File: config.mk
export PLATFORM = sky130hd
export DESIGN_NAME = rmii_rx_deframer
export DESIGN_NICKNAME = d
export VERILOG_FILES = /design/src/rtl/eth_pkg.sv /design/src/rtl/crc32_d8.sv /design/src/rtl/rmii_rx_deframer.sv
export SDC_FILE = /design/constraint.sdc
export NUM_CORES = 1
export LEC_CHECK = 0
export ABC_AREA = 1
export BUFFER_PORTS_ARGS = -buffer_cell sky130_fd_sc_hd__buf_2
export CORE_ASPECT_RATIO = 0.8
export CORE_UTILIZATION = 51
export DETAILED_ROUTE_END_ITERATION = 8
export PLACE_DENSITY = 0.79
export SKIP_CTS_REPAIR_TIMING = 1
export SYNTH_ARGS = -nofsm -noshare
export SYNTH_HDL_FRONTEND = slang
export SYNTH_SLANG_ARGS = --single-unit
export TNS_END_PERCENT = 5
File: constraint.sdc
create_clock -name eth_clk -period 1.4 [get_ports eth_clk]
set_input_delay 0.14 -clock eth_clk [delete_from_list [all_inputs] [get_ports eth_clk]]
set_output_delay 0.14 -clock eth_clk [all_outputs]
set_load 0.1 [all_outputs]
File: src/rtl/eth_pkg.sv
// eth_pkg: shared definitions for the RMII receive path.
//   rx_state_t      : deframer state encoding
//   PREAMBLE_DIBIT  : 2'b01 preamble dibit
//   SFD_DIBIT       : 2'b11 start-of-frame-delimiter dibit
//   CRC32_*         : reflected Ethernet CRC-32 polynomial, seed and good-frame residue
`timescale 1ns/1ps
package eth_pkg;

   typedef enum logic [2:0] {
      ST_DISARM,
      ST_IDLE,
      ST_PREAMBLE,
      ST_DATA,
      ST_DROP
   } rx_state_t;

   localparam logic [1:0]  PREAMBLE_DIBIT = 2'b01;
   localparam logic [1:0]  SFD_DIBIT      = 2'b11;

   localparam logic [31:0] CRC32_POLY     = 32'hEDB88320;
   localparam logic [31:0] CRC32_INIT     = 32'hFFFFFFFF;
   localparam logic [31:0] CRC32_RESIDUE  = 32'hDEBB20E3;

endpackage

File: src/rtl/crc32_d8.sv
// crc32_d8: combinational byte-wide next-state of the reflected Ethernet CRC-32.
// Bits are consumed LSB first, matching the on-wire order.
//   crc_in  in  32  current CRC register
//   data    in  8   byte to absorb
//   crc_out out 32  CRC register after absorbing data
`timescale 1ns/1ps
module crc32_d8
   import eth_pkg::*;
(
   input  logic [31:0] crc_in,
   input  logic [7:0]  data,
   output logic [31:0] crc_out
);

   always_comb begin
      logic [31:0] c;
      c = crc_in;
      for (int i = 0; i < 8; i++) begin
         c = {1'b0, c[31:1]} ^ (((c[0] ^ data[i]) == 1'b1) ? CRC32_POLY : 32'h0);
      end
      crc_out = c;
   end

endmodule

File: src/rtl/rmii_rx_deframer.sv
// rmii_rx_deframer: RMII (100 Mbit/s) receive deframer in the eth_clk domain.
// Strips preamble/SFD and delivers payload bytes (FCS included) as strobes.
// Optional build macro: RMII_RX_CRC_CHECK_EN adds a CRC-32 check flagged on rx_err.
// Ports:
//   eth_clk     in   50 MHz RMII reference clock
//   rst         in   synchronous active-high reset
//   rmii_crs_dv in   PHY carrier-sense/data-valid
//   rmii_rxd    in   PHY dibit, LSB first
//   rx_data     out  received byte, valid with rx_valid
//   rx_valid    out  one-cycle byte strobe
//   rx_sof      out  first byte after SFD (with rx_valid)
//   rx_eof      out  end-of-frame strobe, never with rx_valid
//   rx_err      out  frame bad, qualified by rx_eof
//   rx_len      out  delivered byte count (saturates at MAX_BYTES), qualified by rx_eof
`timescale 1ns/1ps
module rmii_rx_deframer
   import eth_pkg::*;
#(
   parameter int MAX_BYTES      = 1522,
   parameter int MIN_PRE_DIBITS = 4
)(
   input  logic                             eth_clk,
   input  logic                             rst,
   input  logic                             rmii_crs_dv,
   input  logic [1:0]                       rmii_rxd,
   output logic [7:0]                       rx_data,
   output logic                             rx_valid,
   output logic                             rx_sof,
   output logic                             rx_eof,
   output logic                             rx_err,
   output logic [$clog2(MAX_BYTES+1)-1:0]   rx_len
);

   localparam int LEN_W = $clog2(MAX_BYTES + 1);
   localparam int PRE_W = $clog2(MIN_PRE_DIBITS + 1);

   logic             dv_p0, dv_p1;
   logic [1:0]       rxd_p0, rxd_p1;
   rx_state_t        state;
   logic [PRE_W-1:0] pre_cnt;
   logic [1:0]       dib_cnt;
   logic [LEN_W-1:0] byte_cnt;
   logic             ovf;
   logic [5:0]       shreg;
   logic [7:0]       byte_p1;
   logic             carrier_end, in_pre, sfd_hit, take_data, byte_ok, crc_bad;

   // ---- stage p0: IOB capture, p1: one-sample lookahead delay ----
   // dv resets high so DISARM only leaves on two genuine low samples.
   always_ff @(posedge eth_clk) begin
      if (rst) begin
         dv_p0 <= 1'b1;
         dv_p1 <= 1'b1;
      end else begin
         dv_p0 <= rmii_crs_dv;
         dv_p1 <= dv_p0;
      end
   end

   always_ff @(posedge eth_clk) begin
      rxd_p0 <= rmii_rxd;
      rxd_p1 <= rxd_p0;
      if (take_data) shreg <= {rxd_p1, shreg[5:2]};
   end

   // The p1 dibit is committed unless both it and the newer p0 sample have
   // crs_dv low; that same condition is the end of frame, so every cycle is
   // exactly one of "commit" or "carrier end".
   always_comb begin
      carrier_end = !dv_p1 && !dv_p0;
      in_pre      = (state == ST_IDLE) || (state == ST_PREAMBLE);
      sfd_hit     = in_pre && !carrier_end && (rxd_p1 == SFD_DIBIT) &&
                    (pre_cnt == PRE_W'(MIN_PRE_DIBITS));
      take_data   = (state == ST_DATA) && !carrier_end;
      byte_ok     = take_data && (dib_cnt == 2'd3) && (byte_cnt != LEN_W'(MAX_BYTES));
      byte_p1     = {rxd_p1, shreg};
   end

`ifdef RMII_RX_CRC_CHECK_EN
   logic [31:0] crc, crc_next;

   crc32_d8 u_crc (
      .crc_in  (crc),
      .data    (byte_p1),
      .crc_out (crc_next)
   );

   always_ff @(posedge eth_clk) begin
      if (sfd_hit)      crc <= CRC32_INIT;
      else if (byte_ok) crc <= crc_next;
   end

   assign crc_bad = (crc != CRC32_RESIDUE);
`else
   assign crc_bad = 1'b0;
`endif

   // ---- stage p2: framing FSM and registered outputs ----
   always_ff @(posedge eth_clk) begin
      if (rst) begin
         state    <= ST_DISARM;
         pre_cnt  <= '0;
         dib_cnt  <= '0;
         byte_cnt <= '0;
         ovf      <= 1'b0;
         rx_data  <= '0;
         rx_valid <= 1'b0;
         rx_sof   <= 1'b0;
         rx_eof   <= 1'b0;
         rx_err   <= 1'b0;
         rx_len   <= '0;
      end else begin
         rx_valid <= 1'b0;
         rx_sof   <= 1'b0;
         rx_eof   <= 1'b0;
         case (state)
            ST_DISARM: begin
               pre_cnt <= '0;
               if (carrier_end) state <= ST_IDLE;
            end
            ST_IDLE, ST_PREAMBLE: begin
               if (carrier_end) begin
                  state   <= ST_IDLE;
                  pre_cnt <= '0;
               end else if (sfd_hit) begin
                  state    <= ST_DATA;
                  pre_cnt  <= '0;
                  dib_cnt  <= '0;
                  byte_cnt <= '0;
                  ovf      <= 1'b0;
               end else if (rxd_p1 == PREAMBLE_DIBIT) begin
                  state <= ST_PREAMBLE;
                  if (pre_cnt != PRE_W'(MIN_PRE_DIBITS)) pre_cnt <= pre_cnt + PRE_W'(1);
               end else if ((rxd_p1 == 2'b00) && (pre_cnt == '0)) begin
                  state <= ST_PREAMBLE;
               end else begin
                  state   <= ST_DROP;
                  pre_cnt <= '0;
               end
            end
            ST_DATA: begin
               if (carrier_end) begin
                  state  <= ST_IDLE;
                  rx_eof <= 1'b1;
                  rx_len <= byte_cnt;
                  rx_err <= ovf || (dib_cnt != 2'd0) || crc_bad;
               end else begin
                  dib_cnt <= dib_cnt + 2'd1;
                  if (byte_ok) begin
                     rx_valid <= 1'b1;
                     rx_sof   <= (byte_cnt == '0);
                     rx_data  <= byte_p1;
                     byte_cnt <= byte_cnt + LEN_W'(1);
                  end else if (dib_cnt == 2'd3) begin
                     ovf <= 1'b1;
                  end
               end
            end
            ST_DROP: begin
               pre_cnt <= '0;
               if (carrier_end) state <= ST_IDLE;
            end
            default: state <= ST_DISARM;
         endcase
      end
   end

endmodule

After elaboration in Yosys (flattened, before gate mapping). Cells that the tools add are included.

Bits in registers: 55. Bits of input ports: 5. Output and inout bits: 23. Word-level logic and storage cells: 102.

Add/sub/neg operators: 3. Eq/ne operators: 19. Mux-type cells: 29. Bitwise gates (word level): 3. Reduce and logical (&&, ||, !) cells: 32.

Operators with widths (count): $mux W11 (4); $mux W3 (10); $pmux W11 S2 (1); $pmux W3 S2 (2); $add A11 B1 Y11 const B (1); $logic_not A11 Y1 (1); $ne A11 B11 Y1 const B (1); $ne A2 B2 Y1 const B (5); $ne A5 B5 Y1 const B (2); $logic_and A1 B1 Y1 (8); $mux W1 (7); $eq A3 B2 Y1 const B (2); $eq A3 B3 Y1 const B (2); $logic_not A3 Y1 (2); $mux W2 (3); $reduce_and A3 Y1 (2); $reduce_and A6 Y1 (1); $reduce_bool A2 Y1 (3); $reduce_or A2 Y1 (3); $reduce_or A3 Y1 (2); $reduce_and A5 Y1 (1); $eq A2 B2 Y1 const B (2); $ne A2 B1 Y1 const B (2); $pmux W2 S2 (1); 13 further kinds (18).

Longest topological paths before layout. Gate-level depths: netlist of run 1.

Word-level depth: 9. Mapped depth: 10. Gate-level depth less buffers: 10.

Worst setup path after synthesis of run 1. OpenSTA, ideal clock, no wires.

Path kind: register to register. From: reg byte_cnt[0]. To: reg rx_data[6]. Setup time: 0.122 ns. Data arrival time: 1.277 ns. Required time: 1.278 ns. Path slack: 0.001 ns. Stages on the path, launching flop included: 10. Buffers on the path: 0. Period minus slack after synthesis: 1.399 ns. Cells stage by stage: dfxtp_1 > inv_1 > ha_1 > nand2_1 > nor2_1 > nand3_1 > nand2_2 > clkinv_1 > o21ai_0 > a21oi_1.

Cells in the longest elaborated chain, start to end: 3.

RTL lines: start: declaration (line rmii_rx_deframer.sv:42) `logic [LEN_W-1:0] byte_cnt;`; start signal: assignment (line rmii_rx_deframer.sv:153) `byte_cnt <= byte_cnt + LEN_W'(1);`; $ne A11 B11 Y1 (line rmii_rx_deframer.sv:75) `byte_ok = take_data && (dib_cnt == 2'd3) && (byte_cnt != LEN_W'(MAX_BYTES));`; $logic_and A1 B1 Y1 (line rmii_rx_deframer.sv:75); $reduce_and A3 Y1 (no source line); end signal: assignment (line rmii_rx_deframer.sv:152) `rx_data <= byte_p1;`; end: declaration (line rmii_rx_deframer.sv:26) `output logic [7:0] rx_data,`.

No other way between the ends. A chain may end at the register's enable or synchronous reset.

Worst setup path in the final report of run 1.
From: reg byte_cnt[0]. To: reg byte_cnt[2].

Cells in the longest elaborated chain, start to end: 4. Elaborated cells on any way between the ends: 8. Classes of those cells: 1 x add/sub; 2 x eq/ne; 3 x mux; 2 x reduce/logical.

RTL lines (line): $add A11 B1 Y11 or $ne A11 B11 Y1 (tied branches) (rmii_rx_deframer.sv:153, rmii_rx_deframer.sv:75); $mux W11 or $logic_and A1 B1 Y1 (tied branches) (rmii_rx_deframer.sv:149, rmii_rx_deframer.sv:75); $mux W11 or $ne A2 B2 Y1 (tied branches); $pmux W11 S2 or $reduce_and A5 Y1 (tied branches).

Several ways; a longest one is shown, not always the timed one. The select of a mux whose other input is x is not followed.

==> results of run 1 <==
## power groups by stage
stage          logic [mW]  clock network (mW)  registers [mW]
2_1_floorplan      0.0399                   0            1.64
3_3_place_gp       0.0664                   0            1.64
3_5_place_dp       0.0688                   0            1.64
4_1_cts            0.0692                1.02            1.60
5_1_grt            0.0906                1.11            1.61
6_report           0.0829                1.02            1.60
## worst reg2reg max path: cells and delay by family (launching register included)
family	cells	cell delay, ns
flip-flops	1	0.34
AND/OR/NAND/NOR	5	0.51
AO/OA/AOI/OAI	2	0.28
adder cells (fa/ha/maj)	1	0.16
buffers and inverters	2	0.19
## metrics by stage
stage / instances / power (mW) / util
floorplan: 279 / 1.68 / -
global placement: 391 / 1.71 / 0.645
detailed placement: 391 / 1.71 / 0.645
CTS: 399 / 2.70 / 0.670
global route: 408 / 2.81 / 0.729
finish: 408 / 2.71 / 0.729
## cells in the mapped netlist (2+ instances only)
cell type  count
buf_2          2
dfxtp_1       49
clkbuf_1       3
edfxtp_1       6
nor3_1         2
nand4_1        4
nand2_4        2
ha_1           7
or2_2          2
inv_2          4
nor2_4         3
inv_1         31
nand2_1       26
nand2_2        2
a21oi_1       35
o21ai_1        2
nor4_1         3
nand3_2        2
nor2_1        31
o21ai_0       38
nand3_1       13
## area by class of cell
class | count | area [µm²] | share of cell area
Timing Repair Buffer | 71 | 498 | 0.159
Sequential cell | 55 | 1170 | 0.374
Clock inverter | 1 | 30.0 | 0.00962
Tap cell | 57 | 71.3 | 0.0228
Inverter | 36 | 141 | 0.0453
Multi-Input combinational cell | 181 | 1140 | 0.365
Clock buffer | 7 | 76.3 | 0.0244
## logic make-up after synthesis
| kind of cell | after synthesis | share of synthesized area |
|---|---|---|
| and+or+nand+nor | 93 | 0.204 |
| AOI/OAI and AO/OA | 79 | 0.174 |
| DFF | 55 | 0.498 |
| buffers and inverters | 44 | 0.0822 |
| adders and majority gates | 7 | 0.0376 |
| xor gates and xnor gates | 1 | 0.00376 |
## metal layers
metal  GRT usage  wire length (µm)
met1       0.278              2490
met4      0.0708               182
met2       0.386              2940
met5           0                 0
met3      0.0613               367
## final timing paths
| path | from | end | cells past startpoint |
|---|---|---|---|
| setup / recovery | byte_cnt[0] | byte_cnt[2] | 10 |
| hold / removal | rmii_crs_dv | dv_p0 | 2 |
| setup reg to reg | byte_cnt[0] | byte_cnt[2] | 10 |
| hold reg to reg | rxd_p0[0] | rxd_p1[0] | 0 |
## state kept, by name (all words and copies together) (netlist names)
signal / cells
byte_cnt: 11
dib_cnt: 2
dv_p0: 1
dv_p1: 1
ovf: 1
pre_cnt: 3
rx_data: 8
rx_eof: 1
rx_err: 1
rx_len: 11
rx_sof: 1
rx_valid: 1
rxd_p0: 2
rxd_p1: 2
shreg: 6
state: 3
==> qor.yml, run 1 <==
synth:
  yosysWarnings: 0
  synthTopCellsByArea: "dfxtp_1 42%, o21ai_0 8.2%, edfxtp_1 7.7%, a21oi_1 7.5%, inv_1 5.0%"
  synth_top_area_share: 0.421
  ys_seq_area_frac: 0.498
  syn_area_um2: 2330
  postSynthAreaPerCell_um2: 8.35
  syn_nets: 291
  synth_edf_count: 6
  synth-seq-cells: 55
  synth_top_area_cell: "dfxtp_1"
  async_flop_share: 0
  ys_types: 33
  synthCells: 279
  synthFlopType: "dfxtp_1"
timing:
  maxSlewViolCount: 0
  finalSetupTns_ns: -1.10
  relSlewSlack: 0.661
  timing.hold.ws_ns: 0.0163
  hold_viol: 0
  fmax_mhz: 654
  setup_viol: 19
  min_period_ns: 1.53
  setup_slack_ns: -0.130
  min_period_over_period: 1.09
  tightest_slew_ns: 0.508
  skew_ns: 0.0110
  rsz0062_at_grt: "yes"
drt:
  route.vias.total: 2262
  drc: 0
  via_per_inst: 5.54
  wl_per_cell_um: 14.7
  drt.antenna.violating_nets: 0
  dr.pass1.iters: 5
  drt_wl_total_um: 5980
  drtIter0Drc: 172
place:
  port_buffers: 27
  place_area_um2: 2760
  gp_congestion: 0.886
  dp_slack_ns: -0.170
  detailed_place_hpwl_um: 3650
worst_setup_path:
  rrSetupSlack_ns: -0.13
  crit_required_ns: 1.63
  cp_cell_sequence: "inv_2, ha_2, nand2_1, nor2_1, nand3_1, nand2_4, nand2_4, inv_4, o21ai_0, a21oi_1"
  cp_top_family: "simple AND/OR/NAND/NOR gates"
  worst_path_most_repeated_cell: "nand2_4"
  cp_slowest_stage_delay_ns: 0.34
  slowest_stage: "dfxtp_2"
  path_max_fanout: 9
  worstSetupPathType: "reg -> reg"
  crit_path_end_kind: "flop"
  critPathLaunchType: "flop"
  cp.arrival_ns: 1.76
  crit_buf_inv: 2
die:
  rows: 21
  die_h_um: 62.5
  fp.dieArea_um2: 4840
  num_io_pins: 28
  coreArea_um2: 4280
  dieWidth_um: 77.6
  initial_utilization: 0.544
clocking:
  cts_inserted_buffers: 5
  cts.sinks: 55
  clk_latency_ns: 0.31
  cts_tree: "done"
  htreeDepth: 2
  clkSlewWorstSetupHoldPaths_ns: 0.09
  clockBufferDepth: 2
  root_buffer: "clkbuf_8"
global_routing:
  grt_pass1_wl_um: 8740
  grt_pass1_vias: 2029
  track_usage: 0.227
  grt_overflow: 0
  antenna_found_initial: 0
  grt_max_degree: 24
power_and_ir_drop:
  p_comb_frac: 0.031
  p_sw_frac: 0.200
  leakage_nw: 1.32
  power.share.clock: 0.377
  seqPwrFrac: 0.593
  p_per_area_nw_per_um2: 867
  p_int_mw: 2.17
  power.switching_uw: 542
  ir_drop_mv: 0.601
layout:
  area.growth.synth_to_final_pct: 34.0
  fin_nets: 362
  final_area_um2: 3120
  final_cell_mix: "44 x dfxtp_1, 37 x buf_4, 29 x a21oi_1"
  n_antenna_cell: 0
  fillers: 306
  drive_above_1_share: 0.387
  final_common_cell: "dfxtp_1"
run_status:
  violations: "setup timing"
  status: "complete, but fails checks"
flow_run:
  max_cap_viol_count: 0
hold_path:
  hold_path.class: "in -> reg"
No activity file was read; power rests on OpenSTA's default activity.
==> run 2: changes to the inputs <==
- CORE_UTILIZATION: 51 -> 30
- PLACE_DENSITY: 0.79 -> 0.53
==> qor.yml, run 2 (synthesis results as in run 1) <==
clocking:
  cts_inserted_buffers: 5  # unchanged
  clk_latency_ns: 0.31  # about the same
  htreeDepth: 2  # unchanged
  clockBufferDepth: 2  # unchanged
  root_buffer: "clkbuf_8"
  cts.sinks: 55  # unchanged
  cts_tree: "done"
  clkSlewWorstSetupHoldPaths_ns: 0.10  # about the same
drt:
  wl_per_cell_um: 11.5  # -22%
  via_per_inst: 4.40  # -21%
  dr.pass1.iters: 4  # -1
  drtIter0Drc: 72  # -58%
  drt.antenna.violating_nets: 0  # unchanged
  route.vias.total: 1999  # -12%
  drt_wl_total_um: 5200  # -13%
  drc: 0  # unchanged
die:
  rows: 28  # +33%
  fp.dieArea_um2: 8120  # +68%
  initial_utilization: 0.312  # -0.232
  die_h_um: 80.8  # +29%
  coreArea_um2: 7460  # +74%
  num_io_pins: 28  # unchanged
  dieWidth_um: 101  # +30%
layout:
  area.growth.synth_to_final_pct: 37.2
  final_common_cell: "dfxtp_1"
  drive_above_1_share: 0.367  # -0.0207
  final_cell_mix: "44 x dfxtp_1, 34 x buf_4, 31 x a21oi_1"
  reg_top3: "byte_cnt x11, rx_len x11, rx_data x8"
  n_antenna_cell: 0  # unchanged
  fin_nets: 360  # -0.55%
worst_setup_path:
  r2r-end: "rx_data[3]"
  path_max_fanout: 6  # -3
  rr_worst_depth: 10  # unchanged
  crit_path_end_kind: "flop"
  rr_startpoint: "byte_cnt[0]"
  cp.arrival_ns: 1.67  # -0.09 ns
  cp_cell_sequence: "inv_2, ha_4, nand2_1, nor2_1, nand3_2, nand2_4, clkinvlp_4, buf_6, nor2_1, nor2_1"
  cp_slowest_stage_delay_ns: 0.34  # about the same
  critPathLaunchType: "flop"
  rrSetupSlack_ns: -0.05  # +0.08 ns
  setup.worst_path.start: "byte_cnt[0]"
  crit_required_ns: 1.62  # about the same
  slowest_stage: "dfxtp_2"
  worstSetupPathType: "reg -> reg"
  worst_path_most_repeated_cell: "nor2_1"
place:
  gp_congestion: 0.792  # -11%
  port_buffers: 27  # unchanged
  detailed_place_hpwl_um: 3710  # +1.6%
  dp_slack_ns: -0.185  # -0.0144 ns
global_routing:
  grt_pass1_wl_um: 8180  # -6.5%
  grt_pass1_vias: 1725  # -15%
  track_usage: 0.132  # -0.0950
  grt_max_degree: 32  # +33%
  grt_overflow: 0  # unchanged
  antenna_found_initial: 0  # unchanged
timing:
  fmax_mhz: 691  # +5.7%
  hold_viol: 0  # unchanged
  tightest_slew_ns: 0.494  # -0.0146 ns
  min_period_over_period: 1.03  # -0.0589
  setup_slack_ns: -0.0472  # +0.0824 ns
  skew_ns: 0.00900  # -0.00197 ns
  rsz0062_at_grt: "yes"
  relSlewSlack: 0.673  # +0.0124
  finalSetupTns_ns: -0.321  # +0.774 ns
  min_period_ns: 1.45  # -0.0824 ns
  setup_viol: 14  # -5
  maxSlewViolCount: 0  # unchanged
flow_run:
  max_cap_viol_count: 0  # unchanged
hold_path:
  min_from: "rst"
  hold_depth: 3  # +1
  holdPathEnd: "byte_cnt[3]"
  hold_path.class: "in -> reg"
power_and_ir_drop:
  p_per_area_nw_per_um2: 867  # about the same
  leakage_nw: 1.30  # -0.85%
  ir_drop_mv: 0.333  # -45%
run_status:
  violations: "setup timing"
  status: "complete, but fails checks"
==> run 2: worst max path at each step <==
stage / slack, ns / cells past startpoint / to
2_1_floorplan: 0.001 / 9 / rx_data[6]
3_3_place_gp: -0.18 / 9 / rx_data[3]
3_5_place_dp: -0.18 / 9 / byte_cnt[6]
4_1_cts: -0.20 / 9 / byte_cnt[6]
5_1_grt: -0.10 / 9 / rx_data[4]
6_report: -0.05 / 10 / rx_data[3]
==> run 2: metrics by stage <==
step | utilization | area, µm² | instances | hold WS [ns] | power, mW
final | 0.428 | 3200 | 454 | 0.215 | 2.77
after global routing | 0.428 | 3200 | 454 | 0.222 | 2.89
after CTS | 0.397 | 2960 | 447 | -0.0875 | 2.81
after detailed placement | 0.382 | 2850 | 439 | 0.244 | 1.71
after global placement | 0.382 | 2850 | 439 | 0.243 | 1.71
after floorplan | - | 2330 | 279 | 0.168 | 1.68
==> run 2: area by class of cell <==
type,count,area (µm²)
Fill cell,740,4270
Timing Repair Buffer,70,514
Sequential cell,55,1170
Inverter,36,141
Clock buffer,5,68.8
Tap cell,105,131
Multi-Input combinational cell,180,1120
Clock inverter,3,47.5
==> run 2: power by group <==
| group | leakage, nW | switching (mW) | internal, mW |
|---|---|---|---|
| clock network | 0.0587 | 0.545 | 0.543 |
| registers | 0.454 | 0.00674 | 1.60 |
| logic | 0.792 | 0.0485 | 0.0316 |
| total | 1.30 | 0.600 | 2.17 |
==> run 2: metal layers <==
layer / vias to the layer above / wire length (µm) / GRT usage / part of all wire
met5: - / 0 / 0 / 0
met4: 0 / 55 / 0.0377 / 0.011
met3: 5 / 165 / 0.0404 / 0.032
met2: 21 / 2300 / 0.201 / 0.44
met1: 905 / 2690 / 0.179 / 0.52
li1: 1068 / - / - / -
==> run 2: critical path, delay by kind of cell (launching register included) <==
kind	cells	cell delay (ns)
adder cells (fa/ha/maj)	1	0.12
buffers and inverters	3	0.35
flip-flops	1	0.34
AND/OR/NAND/NOR	6	0.55
==> run 3: changes to the inputs <==
- ABC_AREA: 1 -> default
==> qor.yml, run 3 <==
run_status:
  status: "complete, but fails checks"
  violations: "setup timing"
global_routing:
  track_usage: 0.153  # +0.0219
  grt_pass1_wl_um: 10500  # +29%
  grt_pass1_vias: 2044  # +18%
  antenna_found_initial: 0  # unchanged
  grt_overflow: 0  # unchanged
  grt_max_degree: 18  # -44%
drt:
  route.vias.total: 2259  # +13%
  drc: 0  # unchanged
  drt.antenna.violating_nets: 0  # unchanged
  drtIter0Drc: 104  # +44%
  dr.pass1.iters: 4  # unchanged
  wl_per_cell_um: 14.3  # +25%
  drt_wl_total_um: 6500  # +25%
  via_per_inst: 4.96  # +13%
clocking:
  cts_inserted_buffers: 5  # unchanged
  htreeDepth: 2  # unchanged
  cts.sinks: 55  # unchanged
  clkSlewWorstSetupHoldPaths_ns: 0.11  # about the same
  cts_tree: "done"
  clockBufferDepth: 2  # unchanged
  root_buffer: "clkbuf_8"
  clk_latency_ns: 0.31  # about the same
synth:
  synth-seq-cells: 55  # unchanged
  synth_top_area_share: 0.393  # -0.0277
  postSynthAreaPerCell_um2: 9.07  # +8.6%
  synthFlopType: "dfxtp_1"
  ys_seq_area_frac: 0.466  # -0.0328
  syn_nets: 287  # -1.4%
  synth_common_cells: "49 x dfxtp_1, 31 x nand2_1, 23 x a21oi_1"
  synthCells: 275  # -1.4%
  yosysWarnings: 0  # unchanged
  synth.most_common_cell: "dfxtp_1"
  synth_top_area_cell: "dfxtp_1"
  ys_types: 54  # +64%
  syn_area_um2: 2490  # +7.0%
  synth_edf_count: 6  # unchanged
  synthTopCellsByArea: "dfxtp_1 39%, edfxtp_1 7.2%, nand2_1 4.7%, a21oi_1 4.6%, nand3_1 4.0%"
  async_flop_share: 0  # unchanged
timing:
  tightest_slew_ns: 0.491  # -0.00275 ns
  skew_ns: 0.0102  # +0.00121 ns
  fmax_mhz: 668  # -3.3%
  maxSlewViolCount: 0  # unchanged
  hold_viol: 0  # unchanged
  setup_viol: 9  # -5
  min_period_over_period: 1.07  # +0.0350
  rsz0062_at_grt: "yes"
  relSlewSlack: 0.675  # +0.00182
  timing.hold.ws_ns: 0.0127  # -0.203 ns
  setup_slack_ns: -0.0963  # -0.0490 ns
  min_period_ns: 1.50  # +0.0490 ns
worst_setup_path:
  cp_slowest_stage_delay_ns: 0.54  # +0.20 ns
  worstSetupPathType: "reg -> reg"
  crit_buf_inv: 1  # -2
  path_max_fanout: 3  # -3
  cp_top_family: "simple AND/OR/NAND/NOR gates"
  cp_cell_sequence: "inv_2, ha_4, nand2b_4, o21ai_4, or4b_4, a211oi_2"
  crit_required_ns: 1.63  # about the same
  cp.arrival_ns: 1.73  # +0.06 ns
  slowest_stage: "or4b_4"
  crit_path_end_kind: "flop"
  critPathLaunchType: "flop"
  rrSetupSlack_ns: -0.1  # -0.05 ns
layout:
  fin_nets: 358  # -0.56%
  reg_top3: "byte_cnt x11, rx_len x11, rx_data x8"
  drive_above_1_share: 0.395  # +0.0281
  n_antenna_cell: 0  # unchanged
  final_core_util: 0.424  # -0.00441
  final_common_cell: "buf_4"
  area.growth.synth_to_final_pct: 35.7
  finalNonFillerCells: 455  # +0.22%
  final_cell_mix: "45 x buf_4, 39 x dfxtp_1, 31 x nand2_1"
die:
  rows: 29  # +3.6%
  die_h_um: 83.5  # +3.4%
  fp.dieArea_um2: 8680  # +6.9%
  initial_utilization: 0.312  # about the same
  coreArea_um2: 7980  # +7.0%
  num_io_pins: 28  # unchanged
  dieWidth_um: 104  # +3.4%
power_and_ir_drop:
  leakage_nw: 1.32  # +1.1%
  p_int_mw: 2.17  # +0.22%
  p_per_area_nw_per_um2: 821  # -5.2%
  ir_drop_mv: 0.483  # +45%
  p_sw_frac: 0.218  # +0.000936
  power.share.clock: 0.391  # -0.002
  power.switching_uw: 605  # +0.78%
  seqPwrFrac: 0.579  # about the same
  p_comb_frac: 0.030  # about the same
hold_path:
  hold_path.class: "in -> reg"
place:
  port_buffers: 27  # unchanged
  dp_slack_ns: -0.198  # -0.0136 ns
  detailed_place_hpwl_um: 4770  # +28%
  placed_cells: 444  # +1.1%
  gp_congestion: 0.827  # +4.4%
flow_run:
  max_cap_viol_count: 0  # unchanged
run 3: worst paths after layout:
check | startpoint | endpoint | cells after the start
worst max-delay path | pre_cnt[1] | state[2] | 6
worst min register to register | rxd_p0[1] | rxd_p1[1] | 0
worst max register to register | pre_cnt[1] | state[2] | 6
worst min-delay path | rmii_crs_dv | dv_p0 | 2
run 3: power by group through the flow:
stage                     Clock (mW)  Sequential, mW  Combinational, mW
after CTS                       1.12            1.61             0.0670
final                           1.09            1.61             0.0833
after detailed placement           0            1.64             0.0667
after floorplan                    0            1.64             0.0374
after global placement             0            1.64             0.0665
after global routing            1.17            1.61             0.0903
run 3: metal layers:
metal  GRT usage  vias up  routed length (µm)
li1            -     1122                   -
met1       0.233     1080                3500
met2       0.218       52                2660
met3      0.0312        5                 292
met4      0.0390        0                  44
met5           0        -                   0
run 3: stage by stage:
stage,TNS [ns],cell area [µm²],total power [mW]
5_1_grt,-2.31,3380,2.87
6_report,-0.424,3380,2.78
4_1_cts,-5.73,3170,2.80
3_5_place_dp,-4.58,3060,1.71
3_3_place_gp,-2.96,3060,1.71
2_1_floorplan,-0.636,2510,1.68
run 3: cell families (layout without fill, tap and decap cells):
logic type,count (synthesis),after routing,synth area share
buffers and inverters,31,103,0.0677
muxes,2,2,0.00803
AOI/OAI and AO/OA,67,67,0.166
DFF,55,55,0.466
and+or+nand+nor,110,110,0.247
xor gates and xnor gates,3,3,0.0105
adders and majority gates,7,7,0.0351
run 3: worst reg2reg max path: stages, from the launching register on:
cell and delay [ns]:
dfxtp_2 0.35, inv_2 0.04, ha_4 0.17, nand2b_4 0.08, o21ai_4 0.06, or4b_4 0.54, a211oi_2 0.18
run 3: cell type report:
cell class / instances / area (µm²)
fill: 805 / 4600
multi-input combinational: 189 / 1320
sequential: 55 / 1180
timing repair buffer: 82 / 592
tap: 108 / 135
clock buffer: 6 / 72.6
inverter: 13 / 48.8
clock inverter: 2 / 38.8
